--- src/rtl/msi_irq_arbiter.sv ---
// Round-robin sharing of the PCIe core MSI request/grant port between NUM_SRC edge-triggered sources.
// Optional build macro MSI_IRQ_MASK_EN adds a per-source irq_mask input that excludes sources from arbitration.
module msi_irq_arbiter #(
  parameter int NUM_SRC        = 8,
  parameter int HOLDOFF_CYCLES = 16
) (
  input  logic               clk,
  input  logic               rst,
  input  logic [NUM_SRC-1:0] irq_in,
  input  logic               msi_enable,
  input  logic [2:0]         msi_mmenable,
`ifdef MSI_IRQ_MASK_EN
  input  logic [NUM_SRC-1:0] irq_mask,
`endif
  output logic               intx_msi_request,
  input  logic               intx_msi_grant,
  output logic [4:0]         msi_vector_num,
  output logic [NUM_SRC-1:0] irq_pending,
  output logic               busy,
  output logic [1:0]         o_dbg_state
);

  localparam int PW = (NUM_SRC > 1) ? $clog2(NUM_SRC) : 1;
  localparam int CW = (HOLDOFF_CYCLES > 0) ? $clog2(HOLDOFF_CYCLES + 1) : 1;

  typedef enum logic [1:0] {
    S_IDLE    = 2'd0,
    S_REQ     = 2'd1,
    S_HOLDOFF = 2'd2
  } state_t;

  state_t             r_state;
  state_t             w_state_nxt;
  logic [NUM_SRC-1:0] r_irq_q;
  logic               r_hist_valid;
  logic [NUM_SRC-1:0] r_pending;
  logic [NUM_SRC-1:0] w_rise;
  logic [NUM_SRC-1:0] w_elig;
  logic [NUM_SRC-1:0] w_clr;
  logic [PW-1:0]      r_ptr;
  logic [PW-1:0]      w_ptr_nxt;
  logic [PW-1:0]      w_sel;
  logic               w_found;
  logic [CW-1:0]      r_cnt;
  logic [CW-1:0]      w_cnt_nxt;
  logic               r_req;
  logic               w_req_nxt;
  logic [4:0]         r_vec;
  logic [4:0]         w_vec_nxt;
  logic [4:0]         w_vmask;

  function automatic logic [PW-1:0] wrap_idx(input logic [PW-1:0] base, input int off);
    int sum;
    sum = int'(base) + off;
    if (sum >= NUM_SRC) sum = sum - NUM_SRC;
    return PW'(sum);
  endfunction

  // History is not trusted on the first edge after reset, so a line already high then raises no event.
  assign w_rise = irq_in & ~r_irq_q & {NUM_SRC{r_hist_valid}};

`ifdef MSI_IRQ_MASK_EN
  assign w_elig = r_pending & ~irq_mask;
`else
  assign w_elig = r_pending;
`endif

  assign w_vmask = (msi_mmenable >= 3'd5) ? 5'h1F : 5'((6'd1 << msi_mmenable) - 6'd1);

  always_comb begin
    w_found = 1'b0;
    w_sel   = r_ptr;
    for (int k = 1; k <= NUM_SRC; k++) begin
      if (!w_found && w_elig[wrap_idx(r_ptr, k)]) begin
        w_found = 1'b1;
        w_sel   = wrap_idx(r_ptr, k);
      end
    end
  end

  // Handshake: request rises with a stable vector and both hold until a cycle with grant=1;
  // that cycle completes the transfer and request is low from the next cycle. Grant outside REQ is ignored.
  always_comb begin
    w_state_nxt = r_state;
    w_req_nxt   = r_req;
    w_vec_nxt   = r_vec;
    w_ptr_nxt   = r_ptr;
    w_cnt_nxt   = r_cnt;
    w_clr       = '0;
    case (r_state)
      S_IDLE: begin
        if (msi_enable && w_found) begin
          w_state_nxt = S_REQ;
          w_req_nxt   = 1'b1;
          w_vec_nxt   = 5'(w_sel) & w_vmask;
          w_ptr_nxt   = w_sel;
        end
      end
      S_REQ: begin
        if (intx_msi_grant) begin
          w_req_nxt    = 1'b0;
          w_clr[r_ptr] = 1'b1;
          if (HOLDOFF_CYCLES == 0) begin
            w_state_nxt = S_IDLE;
          end else begin
            w_state_nxt = S_HOLDOFF;
            w_cnt_nxt   = CW'(HOLDOFF_CYCLES);
          end
        end
      end
      S_HOLDOFF: begin
        if (r_cnt <= CW'(1)) begin
          w_cnt_nxt   = '0;
          w_state_nxt = S_IDLE;
        end else begin
          w_cnt_nxt = r_cnt - CW'(1);
        end
      end
      default: w_state_nxt = S_IDLE;
    endcase
  end

  always_ff @(posedge clk) begin
    if (rst) r_state <= S_IDLE;
    else     r_state <= w_state_nxt;
  end

  always_ff @(posedge clk) begin
    if (rst) begin
      r_irq_q      <= '0;
      r_hist_valid <= 1'b0;
      r_pending    <= '0;
      r_ptr        <= PW'(NUM_SRC - 1);
      r_cnt        <= '0;
      r_req        <= 1'b0;
      r_vec        <= '0;
    end else begin
      r_irq_q      <= irq_in;
      r_hist_valid <= 1'b1;
      // Set wins over clear so an edge coinciding with the grant becomes a fresh event.
      r_pending    <= (r_pending & ~w_clr) | w_rise;
      r_ptr        <= w_ptr_nxt;
      r_cnt        <= w_cnt_nxt;
      r_req        <= w_req_nxt;
      r_vec        <= w_vec_nxt;
    end
  end

  assign intx_msi_request = r_req;
  assign msi_vector_num   = r_vec;
  assign irq_pending      = r_pending;
  assign busy             = (r_state != S_IDLE);
  assign o_dbg_state      = r_state;

endmodule

--- config.mk ---
export PLATFORM = sky130hd
export DESIGN_NAME = msi_irq_arbiter
export DESIGN_NICKNAME = d
export VERILOG_FILES = /design/src/rtl/msi_irq_arbiter.sv
export SDC_FILE = /design/constraint.sdc
export NUM_CORES = 1
export LEC_CHECK = 0
export ABC_AREA = 1
export CAP_MARGIN = 20
export CORE_MARGIN = 2
export CORE_UTILIZATION = 25
export CTS_CLUSTER_SIZE = 14
export DETAILED_ROUTE_END_ITERATION = 16
export GPL_ROUTABILITY_DRIVEN = 0
export PLACE_DENSITY = 0.52
export RECOVER_POWER = 50
export SETUP_SLACK_MARGIN = 0.4
export SYNTH_ARGS = -nofsm -noshare
export SYNTH_HDL_FRONTEND = slang
export SYNTH_SLANG_ARGS = --single-unit
--- constraint.sdc ---
create_clock -name clk -period 2.8 [get_ports clk]
set_input_delay 0.56 -clock clk [delete_from_list [all_inputs] [get_ports clk]]
set_output_delay 0.56 -clock clk [all_outputs]
set_load 0.05 [all_outputs]
-- After elaboration in Yosys (flattened, before gate mapping)
Cells that the tools add are included.
- reduce and logical (&&, ||, !) cells: 24
- shifts and indexed selects: 1
- multiply operators: 0
- add/subtract/negate cells: 18
- divide/modulo/power cells: 0
- order comparisons: 20
- mux-type cells: 56
- bitwise logic cells: 7
- equality and inequality tests: 5
- operator list (operator ; number):
    $mux W3 ; 16
    $lt A3 B4 Y1 const B ; 9
    $ge A4 B4 Y1 const B ; 7
    $and A8 B8 Y8 ; 3
    $bmux W1 S3 ; 8
    $sub A3 B1 Y3 const B ; 8
    $mux W1 ; 20
    $add A3 B3 Y4 const B ; 4
    $mux W8 ; 2
    $not A8 Y8 ; 2
    $mux W5 ; 3
    $pmux W5 S2 ; 1
    $sub A5 B1 Y5 const B ; 2
    $logic_and A1 B1 Y1 ; 9
    $add A3 B2 Y4 const B ; 2
    $or A8 B8 Y8 ; 1
    $logic_not A1 Y1 ; 7
    $mux W2 ; 3
    $ne A2 B2 Y1 const B ; 3
    $pmux W2 S3 ; 1
    $reduce_and A3 Y1 ; 2
    $reduce_bool A2 Y1 ; 3
    $add A3 B4 Y5 const B ; 1
    $and A3 B5 Y5 ; 1
    other kinds (12) ; 13
- latch bits: 0
- memories: 0
- input bits: 15
- bits in writable memories: 0
- register bits: 33
- bits in read-only memories: 0
- output and inout port bits: 17
- logic and storage cells: 139

-- Longest topological paths before layout
Gate-level depths: netlist of the first run.
- word-level depth: 30
- gate-level depth with buffers: 20

-- Worst setup path before layout of the first run
OpenSTA, ideal clock, no wires.
- path kind: register to register
- from: register r_ptr[0]
- to: register r_ptr[1]
- setup slack: 0.395 ns
- data required time: 2.677 ns
- cell stages (with the launch flop): 19
- library setup time: 0.123 ns
- period minus slack after synthesis: 2.405 ns
- arrival: 2.282 ns
- path through: dfxtp_1 -> inv_2 -> buf_2 -> ha_1 -> buf_2 -> inv_1 -> nand3_1 -> nand3_2 -> nand2_4 -> inv_4 -> nand3_4 -> nor2_4 -> nand4_2 -> nand2_1 -> inv_1 -> nand2_1 -> nand2_2 -> a21oi_2 -> o21ai_1
- cells in the longest elaborated chain, start to end: 29
- elaborated cells between the ends (all ways): 80
- classes of those cells: add/sub (16); order compare (8); mux (40); reduce/logical (16)
- RTL lines (item ; RTL line ; RTL):
    from (decl) ; 40 ; logic [PW-1:0] r_ptr;
    from (signal assigned) ; 133 ; r_ptr <= PW'(NUM_SRC - 1);
    from (signal assigned) ; 142 ; r_ptr <= w_ptr_nxt;
    $add A3 B1 Y4 ; 54 ; sum = int'(base) + off;
    $ge A4 B4 Y1 or $sub A3 B1 Y3 (tied branches) ; 55 ; if (sum >= NUM_SRC) sum = sum - NUM_SRC;
    $mux W3 ; 55 ;
    $bmux W1 S3 ; 74 ; if (!w_found && w_elig[wrap_idx(r_ptr, k)]) begin
    $mux W1 (not written as such) ; 74 ;
    $mux W1 ; 74 ;
    $logic_not A1 Y1 ; 74 ;
    $logic_and A1 B1 Y1 ; 74 ;
    [... 13 more ...] ; - ;
    $logic_not A1 Y1 ; 74 ;
    $logic_and A1 B1 Y1 ; 74 ;
    $mux W1 ; 74 ;
    $logic_not A1 Y1 ; 74 ;
    $logic_and A1 B1 Y1 ; 74 ;
    $mux W1 ; 74 ;
    $logic_and A1 B1 Y1 ; 92 ; if (msi_enable && w_found) begin
    $reduce_and A2 Y1 (no line) ; - ;
Several ways; a longest one is shown, not always the timed one. The select of a mux whose other input is x is not followed.
A chain may end at the register's enable or synchronous reset.

-- Worst setup path after layout of the first run
Same ends and word-level chain as after synthesis.

==> results.yml, run 1 <==
worst_setup_path:
  crit_path_end_kind: "flip-flop"
  r2r_slack_ns: 0.61
  r2r-end: "r_ptr[1]$_SDFFE_PP1P_"
  crit_required_ns: 2.97
  startpoint: "r_ptr[0]$_SDFFE_PP1P_"
  start_kind: "flip-flop"
  reg2reg_depth: 18
  crit_type: "reg -> reg"
  worstPathMaxFanout: 14
  slowest_delay_ns: 0.32
  r2r_start: "r_ptr[0]$_SDFFE_PP1P_"
  crit_slowest_cell: "dfxtp_2"
  crit_chain: "buf_4, ha_1, inv_1, nand2_1, nand2_2, inv_1, nand3_2, nand2_4, inv_4, nand3_4, nor2_4, nand4_2, nand2_1, inv_1, nand2_1, nand2_2, a21oi_2, o21ai_1"
  arrival_ns: 2.36
min_path:
  hp-start: "msi_vector_num[0]$_SDFFE_PP0P_"
  min_path_type: "reg -> reg"
  holdPathEnd: "msi_vector_num[0]$_SDFFE_PP0P_"
  whs_path_depth: 2
floorplanning:
  dieHeight_um: 93.7
  dieArea_sq_um: 8790
  ioPinCount: 32
  initial_core_util: 0.259
  dieWidth_um: 93.7
  rows: 32
  core_sq_um: 7770
timing:
  setup_viol: 0
  rsz0062_at_grt: "false"
  fin_worst_skew_ns: 0.0104
  min_period_ns: 2.19
  tightest_slew_ns: 1.28
  relSlewSlack: 0.150
  fmax_mhz: 457
  fin_crit_sh: 0.782
  fin_tns_setup_ns: 0
  hold_violations: 0
  slew_violations: 0
synthesis:
  synth_cell_types: 38
  syn_area_sq_um: 2010
  yosys_warnings: 0
  syn_inst: 308
  synthArstFlopShare: 0
  synth_ff_type: "dfxtp_1"
  synth_seq_area_share: 0.308
  synthTopCellsByArea: "dfxtp_1, nand2_1, nand3_1"
  synth_top_cell_area_share: 0.308
  synth.most_common_cell: "nand2_1"
  ys_seq_elements: 31
  syn_area_per_cell_sq_um: 6.54
  synth-edff-count: 0
  yosys.area.top_type: "dfxtp_1"
  ys_top_cells_by_count: "nand2_1, inv_1, nand3_1, dfxtp_1, nor2_1"
detailed_routing:
  drt_wl_total_mm: 4.95
  vias_per_cell: 4.42
  drtIter0Drc: 73
  ant_nets: 0
  drtPass1Iterations: 4
  vias: 1964
  route.detailed.wl_per_inst_um: 11.1
  drc: 0
cells_and_area:
  syn_to_final_growth_pct: 25.9
  fin_nets: 364
  drive_gt1_frac: 0.132
  num_antenna_cells: 0
global_route:
  grt_start_max_net_pins: 28
  gr-usage-all-layers: 0.124
  grt_pass1_wl_mm: 8.78
  grt_pass1_vias: 1941
  antenna_found_initial: 0
  gr-total-overflow: 0
pwr:
  cellPowerDensity_nw_per_um2: 1070
  power.total_w: 0.00272
  p_leak_nw: 1.16
  ir_worst_vdd_mv: 0.313
cts:
  cts_buffers: 5
  post_cts_buffers: 0
  cts_sinks: 31
  path_clk_slew_ns: 0.07
  insertion_delay_ns: 0.28
  cts-root-buf: "clkbuf_8"
  cts_max_path_buffers: 2
  h-tree-depth: 2
  cts_tree: "yes"
status:
  status: "finished clean"
place:
  numPortBuffers: 29
  hpwl_mm: 3.77
job:
  maxCapViolCount: 0
-- stage by stage --
| stage | hold WS (ns) | util | setup slack (ns) | instances | cell area (sq um) |
|---|---|---|---|---|---|
| detailed placement | 0.469 | 0.312 | 0.490 | 436 | 2430 |
| global placement | 0.475 | 0.312 | 0.517 | 436 | 2430 |
| finish | 0.478 | 0.326 | 0.610 | 444 | 2530 |
| floorplan | 0.465 | - | 0.437 | 309 | 2020 |
| CTS | 0.481 | 0.323 | 0.475 | 444 | 2510 |
| global route | 0.504 | 0.326 | 0.384 | 444 | 2530 |
-- worst max-delay path, delay by kind of cell, from the launching register on --
family	cells	cell delay, ns
AO/OA/AOI/OAI	2	0.20
AND/OR/NAND/NOR	10	0.91
adder cells (fa/ha/maj)	1	0.22
buffers and inverters	5	0.43
flip-flops	1	0.32
-- state kept, by name, indices dropped and copies added, names as in the netlist --
| signal | count |
|---|---|
| intx_msi_request | 1 |
| irq_pending | 8 |
| r_cnt | 5 |
| o_dbg_state | 2 |
| msi_vector_num | 3 |
| r_ptr | 3 |
| r_hist_valid | 1 |
| r_irq_q | 8 |
-- repair_timing --
action,in CTS,in global routing
gates resized for setup,0,6
setup endpoints to repair,0,8
hold buffers,0,0
-- logic make-up after synthesis --
logic type                 synth area share
and+or+nand+nor                       0.400
other                               0.00186
AOI/OAI and AO/OA                     0.115
buffers and inverters                 0.112
DFF                                   0.308
xor gates and xnor gates             0.0131
adders and majority gates            0.0497
-- routing by layer --
layer / share of wire / global-route usage / vias to the layer above
met5: 0 / 0 / -
met4: 0.024 / 0.0543 / 0
met3: 0.031 / 0.0225 / 12
met2: 0.46 / 0.210 / 41
met1: 0.48 / 0.155 / 858
li1: - / - / 1053
-- cell type report --
type	instances	area, sq um
Clock buffer	7	76.3
Fill cell	861	5230
Tap cell	102	128
Timing Repair Buffer	35	332
Sequential cell	31	622
Clock inverter	1	5.00
Multi-Input combinational cell	224	1200
Inverter	44	170
-- placed cells by master, fill, tap and decap left out, drive strengths merged --
cell / instances
nand2: 87
inv: 43
nand3: 42
dfxtp: 31
nor2: 30
clkdlybuf4s50: 26
a21oi: 18
o21ai: 17
ha: 8
clkbuf: 8
nand4: 6
buf: 5
dlygate4sd3: 3
xor2: 2
a31oi: 2
nor3: 2
conb: 2
clkinv: 2
o21bai: 1
nor4: 1
xnor2: 1
nand3b: 1
o211ai: 1
or2: 1
a21o: 1
o22ai: 1
-- where the power goes --
group	switching [W]	total, W	internal [W]
Clock	0.000162	0.000336	0.000174
Sequential	0.0000428	0.000552	0.000509
Combinational	0.00121	0.00183	0.000621
-- worst max-delay path by stage --
stage | endpoint | cells after the start
6_report | r_ptr[1]$_SDFFE_PP1P_ | 18
5_1_grt | r_ptr[1]$_SDFFE_PP1P_ | 14
4_1_cts | r_ptr[1]$_SDFFE_PP1P_ | 14
3_5_place_dp | r_ptr[1]$_SDFFE_PP1P_ | 16
3_3_place_gp | r_ptr[1]$_SDFFE_PP1P_ | 16
2_1_floorplan | r_ptr[1]$_SDFFE_PP1P_ | 17
Note: power is estimated with default switching activity, not from simulation.
==> inputs of run 2 (changes only) <==
clock period = 2.04 ns   (was 2.8 ns; I/O delays follow)
==> run 2 against run 1 <==
The run now ends with setup timing left. Core utilization up 5.6 points. Maximum frequency up 1.8%. Clock power up 58%. Flip-flop and latch count unchanged. First-iteration DRC count down 37%. Critical path type unchanged. Critical endpoint unchanged. Largest power group unchanged.
==> results.yml, run 2 (same netlist as run 1, synthesis figures left out) <==
status:
  status: "finished with violations"
  violations: "setup timing"
pwr:
  ir_worst_vdd_mv: 0.494
  cellPowerDensity_nw_per_um2: 1620
  p_leak_nw: 1.40
timing:
  min_period_ns: 2.15
  slew_violations: 0
  hold_violations: 0
  hold_ws_ns: 0.462
  finalWorstSetupSlack_ns: -0.112
  fmax_mhz: 465
  tightest_slew_ns: 0.534
  relSlewSlack: 0.640
  setup_viol: 6
  fin_worst_skew_ns: 0.00632
  fin_crit_sh: 1.06
  rsz0062_at_grt: "true"
cells_and_area:
  mostFrequentLayoutCell: "nand2_1"
  fin_nets: 393
  drive_gt1_frac: 0.278
  layout_common_cells: "nand2_1, inv_1, buf_4"
  syn_to_final_growth_pct: 47.5
  fin_util: 0.382
  num_antenna_cells: 0
worst_setup_path:
  worstSetupPathDepth: 16
  crit_slowest_cell: "dfxtp_4"
  crit_chain: "inv_4, ha_4, inv_8, nand3_4, nand2_4, nand2_4, nand2_4, nand3_4, nor2_4, nand4_1, nand2_2, inv_2, nand2_2, nand2_2, a21oi_2, o21ai_1"
  path_buf_inv: 3
  slowest_delay_ns: 0.37
  crit_required_ns: 2.21
  startpoint: "r_ptr[0]$_SDFFE_PP1P_"
  crit_type: "reg -> reg"
  start_kind: "flip-flop"
  crit_path_end_kind: "flip-flop"
  worstPathMaxFanout: 6
  cp_top_family: "simple AND/OR/NAND/NOR gates"
  r2r_start: "r_ptr[0]$_SDFFE_PP1P_"
  arrival_ns: 2.32
  reg2reg_depth: 16
detailed_routing:
  drtPass1Iterations: 4
  ant_nets: 0
  route.detailed.wl_per_inst_um: 11.6
  drt_wl_total_mm: 5.47
  drc: 0
  vias: 2101
  vias_per_cell: 4.44
  drtIter0Drc: 46
cts:
  path_clk_slew_ns: 0.07
  insertion_delay_ns: 0.28
  cts_hold_buffers: 0
  cts-root-buf: "clkbuf_8"
  cts_max_path_buffers: 2
  cts_tree: "yes"
  cts_sinks: 31
  cts_buffers: 5
  h-tree-depth: 2
floorplanning:
  core_sq_um: 7770
  dieWidth_um: 93.7
  dieArea_sq_um: 8790
  ioPinCount: 32
  dieHeight_um: 93.7
  rows: 32
  initial_core_util: 0.259
global_route:
  antenna_found_initial: 0
  grt_start_max_net_pins: 28
  gr-usage-all-layers: 0.124
  gr-total-overflow: 0
  grt_pass1_wl_mm: 8.72
  grt_pass1_vias: 1895
min_path:
  min_path_type: "reg -> reg"
  whs_path_depth: 2
  hp-start: "intx_msi_request$_SDFFE_PP0P_"
place:
  numPortBuffers: 29
  hpwl_mm: 4.03
job:
  maxCapViolCount: 0
==> run 2: cell count changes in the layout (fill, tap and decap cells not counted), sizes merged <==
| cell | before | now |
|---|---|---|
| buf | 5 | 35 |
| clkdlybuf4s50 | 26 | 12 |
| clkdlybuf4s15 | 0 | 6 |
| dlygate4sd2 | 0 | 6 |
| clkbuf | 8 | 11 |
| clkinv | 2 | 1 |
| dlygate4sd3 | 3 | 2 |
==> run 2: path summary, 6_finish.rpt <==
check,slack [ns],end
worst min-delay path,0.46,intx_msi_request$_SDFFE_PP0P_
worst min register to register,0.46,intx_msi_request$_SDFFE_PP0P_
worst max-delay path,-0.11,r_ptr[1]$_SDFFE_PP1P_
worst max register to register,-0.11,r_ptr[1]$_SDFFE_PP1P_
==> run 2: worst register-to-register path, stage by stage (launching register included) <==
cell     delay [ns]
dfxtp_4        0.37
inv_4          0.05
ha_4           0.30
inv_8          0.10
nand3_4        0.09
nand2_4        0.10
nand2_4        0.06
nand2_4        0.09
nand3_4        0.08
nor2_4         0.20
nand4_1        0.14
nand2_2        0.10
inv_2          0.03
nand2_2        0.05
nand2_2        0.07
a21oi_2        0.13
o21ai_1        0.07
==> run 2: final cells by class <==
class / instances / area [sq um]
clock buffer: 8 / 100
fill: 843 / 4800
inverter: 44 / 185
timing repair buffer: 64 / 553
sequential: 31 / 629
multi-input combinational: 224 / 1370
tap: 102 / 128
==> run 2: what timing repair did <==
item / 4_1_cts / 5_1_grt
gates resized for setup: 21 / 48
setup endpoints to repair: 22 / 15
pin swaps: 5 / 20
buffers inserted: 7 / 3
hold endpoints to repair: 0 / 0
==> run 2: power by group <==
| part | leakage (nW) | switching, W | internal (W) |
|---|---|---|---|
| logic | 1.09 | 0.00206 | 0.00145 |
| registers | 0.256 | 0.0000708 | 0.000706 |
| clock network | 0.0515 | 0.000225 | 0.000308 |
==> run 2: per-layer routing <==
metal,global-route usage,vias to the layer above,share of wire
met5,0,-,0
met4,0.0350,0,0.013
met3,0.0257,7,0.030
met2,0.196,28,0.49
met1,0.171,959,0.47
li1,-,1107,-
==> run 2: metrics by stage <==
step | total power (W) | worst slack, ns | area, sq um | instances | TNS, ns
finish | 0.00482 | -0.112 | 2970 | 473 | -0.267
global route | 0.00524 | -0.269 | 2970 | 473 | -1.35
CTS | 0.00432 | -0.0409 | 2790 | 470 | -0.0692
detailed placement | 0.00366 | -0.0856 | 2630 | 455 | -0.224
global placement | 0.00365 | -0.0555 | 2630 | 455 | -0.0741
floorplan | 0.00280 | -0.0985 | 2080 | 309 | -0.288
==> inputs of run 3 (changes only) <==
ABC_CLOCK_PERIOD_IN_PS = 2040   (was not set)
==> results of run 3 <==
The final DEF is identical to that of run 2; final timing and power are the same.
